$ cat src/rtl/fifo_pkg.sv
// Shared FIFO helpers: pointer-width derivation and default flag thresholds.
// Reused by the single-clock FIFO and the later async FIFO.
package fifo_pkg;

  localparam int default_data_width     = 8;
  localparam int default_fifo_depth     = 32;
  localparam int default_af_margin      = 2;
  localparam int default_ae_thresh      = 2;

  // Pointer carries one extra wrap bit above the storage index.
  function automatic int ptr_width(input int depth);
    return $clog2(depth) + 1;
  endfunction

endpackage

$ cat src/rtl/fifo_ram.sv
// FIFO storage: register array with synchronous write and asynchronous read.
// Contents are intentionally not reset.
module fifo_ram #(
  parameter int data_width = 8,
  parameter int fifo_depth = 32,
  parameter int addr_width = 5
) (
  input  logic                  clk,
  input  logic                  we,
  input  logic [addr_width-1:0] waddr,
  input  logic [data_width-1:0] wdata,
  input  logic [addr_width-1:0] raddr,
  output logic [data_width-1:0] rdata
);

  logic [data_width-1:0] mem [fifo_depth];

  always_ff @(posedge clk) begin
    if (we) mem[waddr] <= wdata;
  end

  assign rdata = mem[raddr];

endmodule

$ cat src/rtl/sync_fifo.sv
// Parametrised single-clock FIFO with occupancy count, almost flags and sticky errors.
// Define SYNC_FIFO_FWFT_EN for first-word-fall-through reads; default is registered dout.
module sync_fifo
  import fifo_pkg::*;
#(
  parameter int data_width          = default_data_width,
  parameter int fifo_depth          = default_fifo_depth,
  parameter int addr_width          = ptr_width(fifo_depth) - 1,
  parameter int almost_full_thresh  = fifo_depth - default_af_margin,
  parameter int almost_empty_thresh = default_ae_thresh
) (
  input  logic                  clk,
  input  logic                  rst,
  input  logic                  wr_en,
  input  logic [data_width-1:0] din,
  output logic                  full,
  output logic                  almost_full,
  input  logic                  rd_en,
  output logic [data_width-1:0] dout,
  output logic                  empty,
  output logic                  almost_empty,
  output logic [addr_width:0]   count,
  input  logic                  err_clr,
  output logic                  overflow,
  output logic                  underflow
);

  localparam logic [addr_width:0] af_th   = (addr_width + 1)'(almost_full_thresh);
  localparam logic [addr_width:0] ae_th   = (addr_width + 1)'(almost_empty_thresh);
  localparam logic [addr_width:0] ptr_one = (addr_width + 1)'(1);

  logic [addr_width:0]   wr_ptr_q, rd_ptr_q;
  logic                  wr_accept, rd_accept;
  logic [data_width-1:0] rd_data;
  logic                  overflow_q, underflow_q;

  // Handshake: wr_en is a write request and !full its ready; a write transfers
  // only when both hold. Likewise rd_en with !empty. Rejected requests set the
  // sticky error flags instead of transferring.
  assign wr_accept = wr_en & ~full;
  assign rd_accept = rd_en & ~empty;

  assign count        = wr_ptr_q - rd_ptr_q;
  assign empty        = (wr_ptr_q == rd_ptr_q);
  assign full         = (wr_ptr_q[addr_width] != rd_ptr_q[addr_width]) &&
                        (wr_ptr_q[addr_width-1:0] == rd_ptr_q[addr_width-1:0]);
  assign almost_full  = (count >= af_th);
  assign almost_empty = (count <= ae_th);
  assign overflow     = overflow_q;
  assign underflow    = underflow_q;

  fifo_ram #(
    .data_width (data_width),
    .fifo_depth (fifo_depth),
    .addr_width (addr_width)
  ) u_ram (
    .clk   (clk),
    .we    (wr_accept),
    .waddr (wr_ptr_q[addr_width-1:0]),
    .wdata (din),
    .raddr (rd_ptr_q[addr_width-1:0]),
    .rdata (rd_data)
  );

  always_ff @(posedge clk or negedge rst) begin
    if (!rst) begin
      wr_ptr_q <= '0;
      rd_ptr_q <= '0;
    end else begin
      if (wr_accept) wr_ptr_q <= wr_ptr_q + ptr_one;
      if (rd_accept) rd_ptr_q <= rd_ptr_q + ptr_one;
    end
  end

  // A fresh error in the same cycle as err_clr keeps the flag set.
  always_ff @(posedge clk or negedge rst) begin
    if (!rst) begin
      overflow_q  <= 1'b0;
      underflow_q <= 1'b0;
    end else begin
      if (wr_en && full)       overflow_q <= 1'b1;
      else if (err_clr)        overflow_q <= 1'b0;
      if (rd_en && empty)      underflow_q <= 1'b1;
      else if (err_clr)        underflow_q <= 1'b0;
    end
  end

`ifdef SYNC_FIFO_FWFT_EN
  assign dout = empty ? '0 : rd_data;
`else
  logic [data_width-1:0] dout_q;

  always_ff @(posedge clk or negedge rst) begin
    if (!rst)           dout_q <= '0;
    else if (rd_accept) dout_q <= rd_data;
  end

  assign dout = dout_q;
`endif

endmodule

$ cat config.mk
export PLATFORM = sky130hd
export DESIGN_NAME = sync_fifo
export DESIGN_NICKNAME = d
export VERILOG_FILES = /design/src/rtl/fifo_pkg.sv /design/src/rtl/fifo_ram.sv /design/src/rtl/sync_fifo.sv
export SDC_FILE = /design/constraint.sdc
export NUM_CORES = 1
export LEC_CHECK = 0
export ABC_AREA = 1
export ABC_CLOCK_PERIOD_IN_PS = 7900
export CORE_UTILIZATION = 64
export DETAILED_ROUTE_END_ITERATION = 6
export PLACE_DENSITY = 0.82
export SYNTH_ARGS = -nofsm -noshare
export SYNTH_HDL_FRONTEND = slang
export SYNTH_SLANG_ARGS = --single-unit
$ cat constraint.sdc
create_clock -name clk -period 7.9 [get_ports clk]
set_input_delay 1.58 -clock clk [delete_from_list [all_inputs] [get_ports clk]]
set_output_delay 1.58 -clock clk [all_outputs]
set_load 0.02 [all_outputs]
### Word level (Yosys, flattened, before mapping)

Memories as Yosys holds them, arrays and structs flattened. A register that Yosys moved wholly into a read port is not among the register bits.
Index checks and enable logic that the tools add are counted.

* register bits after elaboration: 14
* latch bits: 0
* RAM bits: 256
* memory bits (read-only): 0
* input port bits: 13
* memories kept: 1

* $add $sub $neg: 3
* $mul: 0
* div/mod/pow operators: 0
* order comparisons: 2
* equal/unequal tests: 3
* shift operators: 0
* multiplexer cells: 5
* bitwise logic cells: 4
* reduce and logical (&&, ||, !) cells: 6

Memory list
* u_ram.mem: depth 32, width 8, rd ports 1, clocked after memory_dff 1, wr ports 1, RTL line fifo_ram.sv:16 `logic [data_width-1:0] mem [fifo_depth];`

Operators by type and width (number)
* 6-bit by 1-bit adder with 6-bit output, second input constant: 2
* 6-bit equality test: 1
* 6-bit by 5-bit greater-or-equal comparator with 1-bit output, second input constant: 1
* 6-bit by 2-bit less-or-equal comparator with 1-bit output, second input constant: 1
* 6-bit subtractor: 1
* 5-bit equality test: 1
* 1-bit two-way mux: 5
* 2-bit nonzero test: 2
* 1-bit logical AND: 3
* 1-bit AND: 2
* 1-bit NOT: 2
* 1-bit logical NOT: 1
* 1-bit inequality test: 1

### Logic depth before layout (Yosys ltp)

* depth in word-level cells: 6
* mapped depth: 12

### Cells and area by module

Synthesis repeated with hierarchy kept, for this count alone.

* cell total of the unflattened synthesis: 1100
* area, all modules: 11986.5 µm²

Modules (own cells, without submodules)
* fifo_ram: instances 1, cells each 914, area each 10626.4 µm², sequential area each 7687.4 µm²
* sync_fifo: instances 1, cells each 186, area each 1360.1 µm², sequential area each 550.5 µm²

### Worst setup path after synthesis

OpenSTA, ideal clock, no wires.

* kind: register to output
* start: reg rd_ptr_q[2]
* end: out almost_full
* arrival time: 2.489 ns
* data required time: 6.320 ns
* setup slack: 3.831 ns
* cell stages (with the launch flop): 12
* buffers on the path: 2
* path through: dfrtp_1 buf_2 inv_2 buf_1 ha_1 nand2_1 inv_1 nand2_1 nand2_1 xor2_1 nand3_1 o21ai_0

* cells in the longest elaborated chain, start to end: 2

Ends and longest elaborated chain
* start, declared: RTL line sync_fifo.sv:32 `logic [addr_width:0] wr_ptr_q, rd_ptr_q;`
* start signal, assigned: RTL line sync_fifo.sv:71 `if (rd_accept) rd_ptr_q <= rd_ptr_q + ptr_one;`
* 6-bit subtractor: RTL line sync_fifo.sv:43 `assign count = wr_ptr_q - rd_ptr_q;`
* via count[4]: RTL line sync_fifo.sv:22 `output logic [addr_width:0] count,`
* 6-bit by 5-bit greater-or-equal comparator with 1-bit output: RTL line sync_fifo.sv:47 `assign almost_full = (count >= af_th);`
* end, declared: RTL line sync_fifo.sv:17 `output logic almost_full,`

The timed path passes the listed nets, and every way through them passes these cells.

### Final worst setup path

* start: reg rd_ptr_q[1]
* end: out almost_empty

* cells in the longest elaborated chain, start to end: 2

Ends and longest elaborated chain
* 6-bit subtractor: RTL line sync_fifo.sv:43
* 6-bit by 2-bit less-or-equal comparator with 1-bit output: RTL line sync_fifo.sv:48 `assign almost_empty = (count <= ae_th);`
* end, declared: RTL line sync_fifo.sv:21 `output logic almost_empty,`

Every way passes these cells.

==> impl_metrics.toml <==
[run_status]
outcome = "finished, violations left"
failed_checks = "DRC"

[power_and_ir_drop]
power_density_nw_per_um2 = 372
irDropWorstVdd_uv = 262
clkPwrFrac_pct = 24.0
switching_power_mw = 1.92
p_int_mw = 3.00
p_total_mw = 4.92
combPwrFrac_pct = 38.0
sequentialPowerShare_pct = 38.0
leakage_nw = 5.35
switching_share_pct = 39.0

[floorplan]
start_util_pct = 66.2
dieHeight_um = 139
dieArea_um2 = 19500
rows = 49
fp.coreArea_um2 = 18300
io_pins = 33
die_x_um = 139

[clock_network]
post_cts_resized = 0
cts_tree = "done"
root_buffer = "clkbuf_16"
cts_max_path_buffers = 3
numClockSinks = 278
cts_setup_buffers = 0
cts_hold_buf = 0
clock_latency_ns = 0.55
numCtsBuffers = 27
cts.clk_slew.worst_paths_ns = 0.07
htree_levels = 1

[routing]
drtPass1Iterations = 7
top_layer = "met4"
routed_wl_um = 27600
vias_per_cell = 5.83
avgRoutedWirePerCell_um = 19.5
final_antenna_net_count = 0
drt_iter0_markers = 1008
drcViolationCount = 8
wl_met1_um = 10800
wl_met3_um = 2770
vias = 8245
wl_met2_um = 12900

[sta]
setup-violations-final = 0
rsz0062_at_grt = "no"
max_freq_ghz = 0.197
finalCritPeriodShare_pct = 64.2
setup_tns_ns = 0
maxSlewViolCount = 0
tightest_slew_ns = 1.20
slew-limit-headroom_pct = 20.0
hold_viol = 0
fin_skew_ns = 0.0150
fin_crit_ns = 5.07

[logic_synthesis]
syn_area_per_cell_um2 = 10.4
ys_types = 28
mappedNetlistNets = 1183
netlist.top_cell.by_area = "edfxtp_1"
synth_area_um2 = 12100
syn_inst = 1159
synthTopCellsByArea = "edfxtp_1 64%, nand2_1 12%, nand3_1 6.7%"
ys.warnings.count = 0
synth_top_area_share_pct = 63.6
ys.flop_type = "edfxtp_1"
synth_edf_count = 256
async_reset_ff_share_pct = 7.91
synth-seq-cells = 278
synth-seq-area-share_pct = 68.1
yosysMostFrequentCell = "nand2_1"
synth_common_cells = "374 x nand2_1, 256 x edfxtp_1, 163 x nand3_1"

[run]
maxCapViolCount = 0

[global_routing]
grt_pass1_vias = 7827
grt_max_degree = 97
track_usage_pct = 29.5
grt_overflow_total = 0
antenna_found_initial = 0
grt_pass1_wl_um = 42700

[worst_hold_path]
hold_path_class = "flip-flop to flip-flop"

[place]
hpwl_um = 16300
routabilityCongestion = 0.918
port_buffers = 32

[worst_setup_path]
start_kind = "flip-flop"
worstPathRequired_ns = 6.32
cp-end-kind = "primary output"
crit_fanout = 67
criticalPathCategory = "flip-flop to primary output"
arrival_ns = 3.49

[final_layout]
syn_to_final_growth_pct = 9.40
seqCellArea_um2 = 8240
final_nets = 1194
drive_above_1_share_pct = 5.48
multi_input_area_um2 = 3100
antenna_cells = 0
fillers = 1216
[final cells by class]
type | instances | share of cell area [%]
clock inverters | 11 | 0.700
inverters | 131 | 3.73
repair buffers | 36 | 2.35
clock buffers | 34 | 5.30
flip-flops and latches | 278 | 62.3
multi-input cells | 696 | 23.5
well taps | 229 | 2.17
[layout by cell type (no fill, tap or decap), types with 5 or more instances in the layout]
cell             Yosys  layout
buf_2               34       8
inv_1              125     123
nand3_1            163     163
clkbuf_1            10       7
ha_1                10      10
clkinv_1             2       6
xor2_1              10      10
clkbuf_16            0      27
o21ai_0             14      14
nor2_1              83      83
clkdlybuf4s50_1      0      24
inv_2                4       5
nand2_1            374     374
clkinv_2             0       5
a21oi_1             20      20
dfrtp_1             22      20
edfxtp_1           256     256
[metal layers]
metal | global-route usage (%) | vias up
li1 | - | 3823
met1 | 41.1 | 3856
met2 | 46.9 | 482
met3 | 4.92 | 84
met4 | 11.9 | 0
met5 | 0 | -
[path summary, 6_finish.rpt]
kind	start	end	slack, ns	cells after the start
min reg2reg	dout[1]	dout[1]	0.48	2
max	rd_ptr_q[1]	almost_empty	2.83	8
max in group asynchronous	rst	rd_ptr_q[0]	6.20	2
min	dout[1]	dout[1]	0.48	2
max reg2reg	rd_ptr_q[1]	u_ram.mem[19][2]	4.13	7
min in group asynchronous	rst	overflow	1.41	2
[power groups by stage]
stage	clock [mW]	sequential, mW	combinational [mW]
floorplan	0	1.85	1.29
global placement	0	1.89	1.78
detailed placement	0	1.90	1.81
CTS	1.18	1.87	1.84
global route	1.24	1.89	2.03
finish	1.18	1.87	1.87
[worst max-delay path, cell delays in order, from the launching register on]
cell and delay [ns]:
dfrtp_2 0.41, inv_2 0.85, ha_1 0.41, nand3_1 0.10, nand2_1 0.07, xor2_1 0.25, nand3b_1 0.14, nor2_1 0.11
clkdlybuf4s50_1 0.60
[kinds of logic after synthesis]
group | share of synthesized area, %
buf+inv | 6.22
simple gates | 21.8
flops | 68.1
xor+xnor | 1.14
compound gates | 1.55
fa+ha+maj | 1.20
[stage by stage]
step	utilization [%]	setup slack, ns	cell area, um^2	hold slack [ns]	instances
after global placement	68.1	3.51	12400	0.463	1370
after detailed placement	68.1	3.44	12400	0.467	1370
after floorplan	-	3.83	12100	0.538	1159
after global routing	72.4	2.57	13200	0.505	1415
final	72.4	2.83	13200	0.477	1415
after CTS	72.4	2.84	13200	0.483	1415
[state kept, by name, indices dropped and copies added, names as in the netlist]
register   cells
dout           8
underflow      1
overflow       1
rd_ptr_q       6
wr_ptr_q       6
u_ram.mem    256
(Power assumes the default switching activity.)
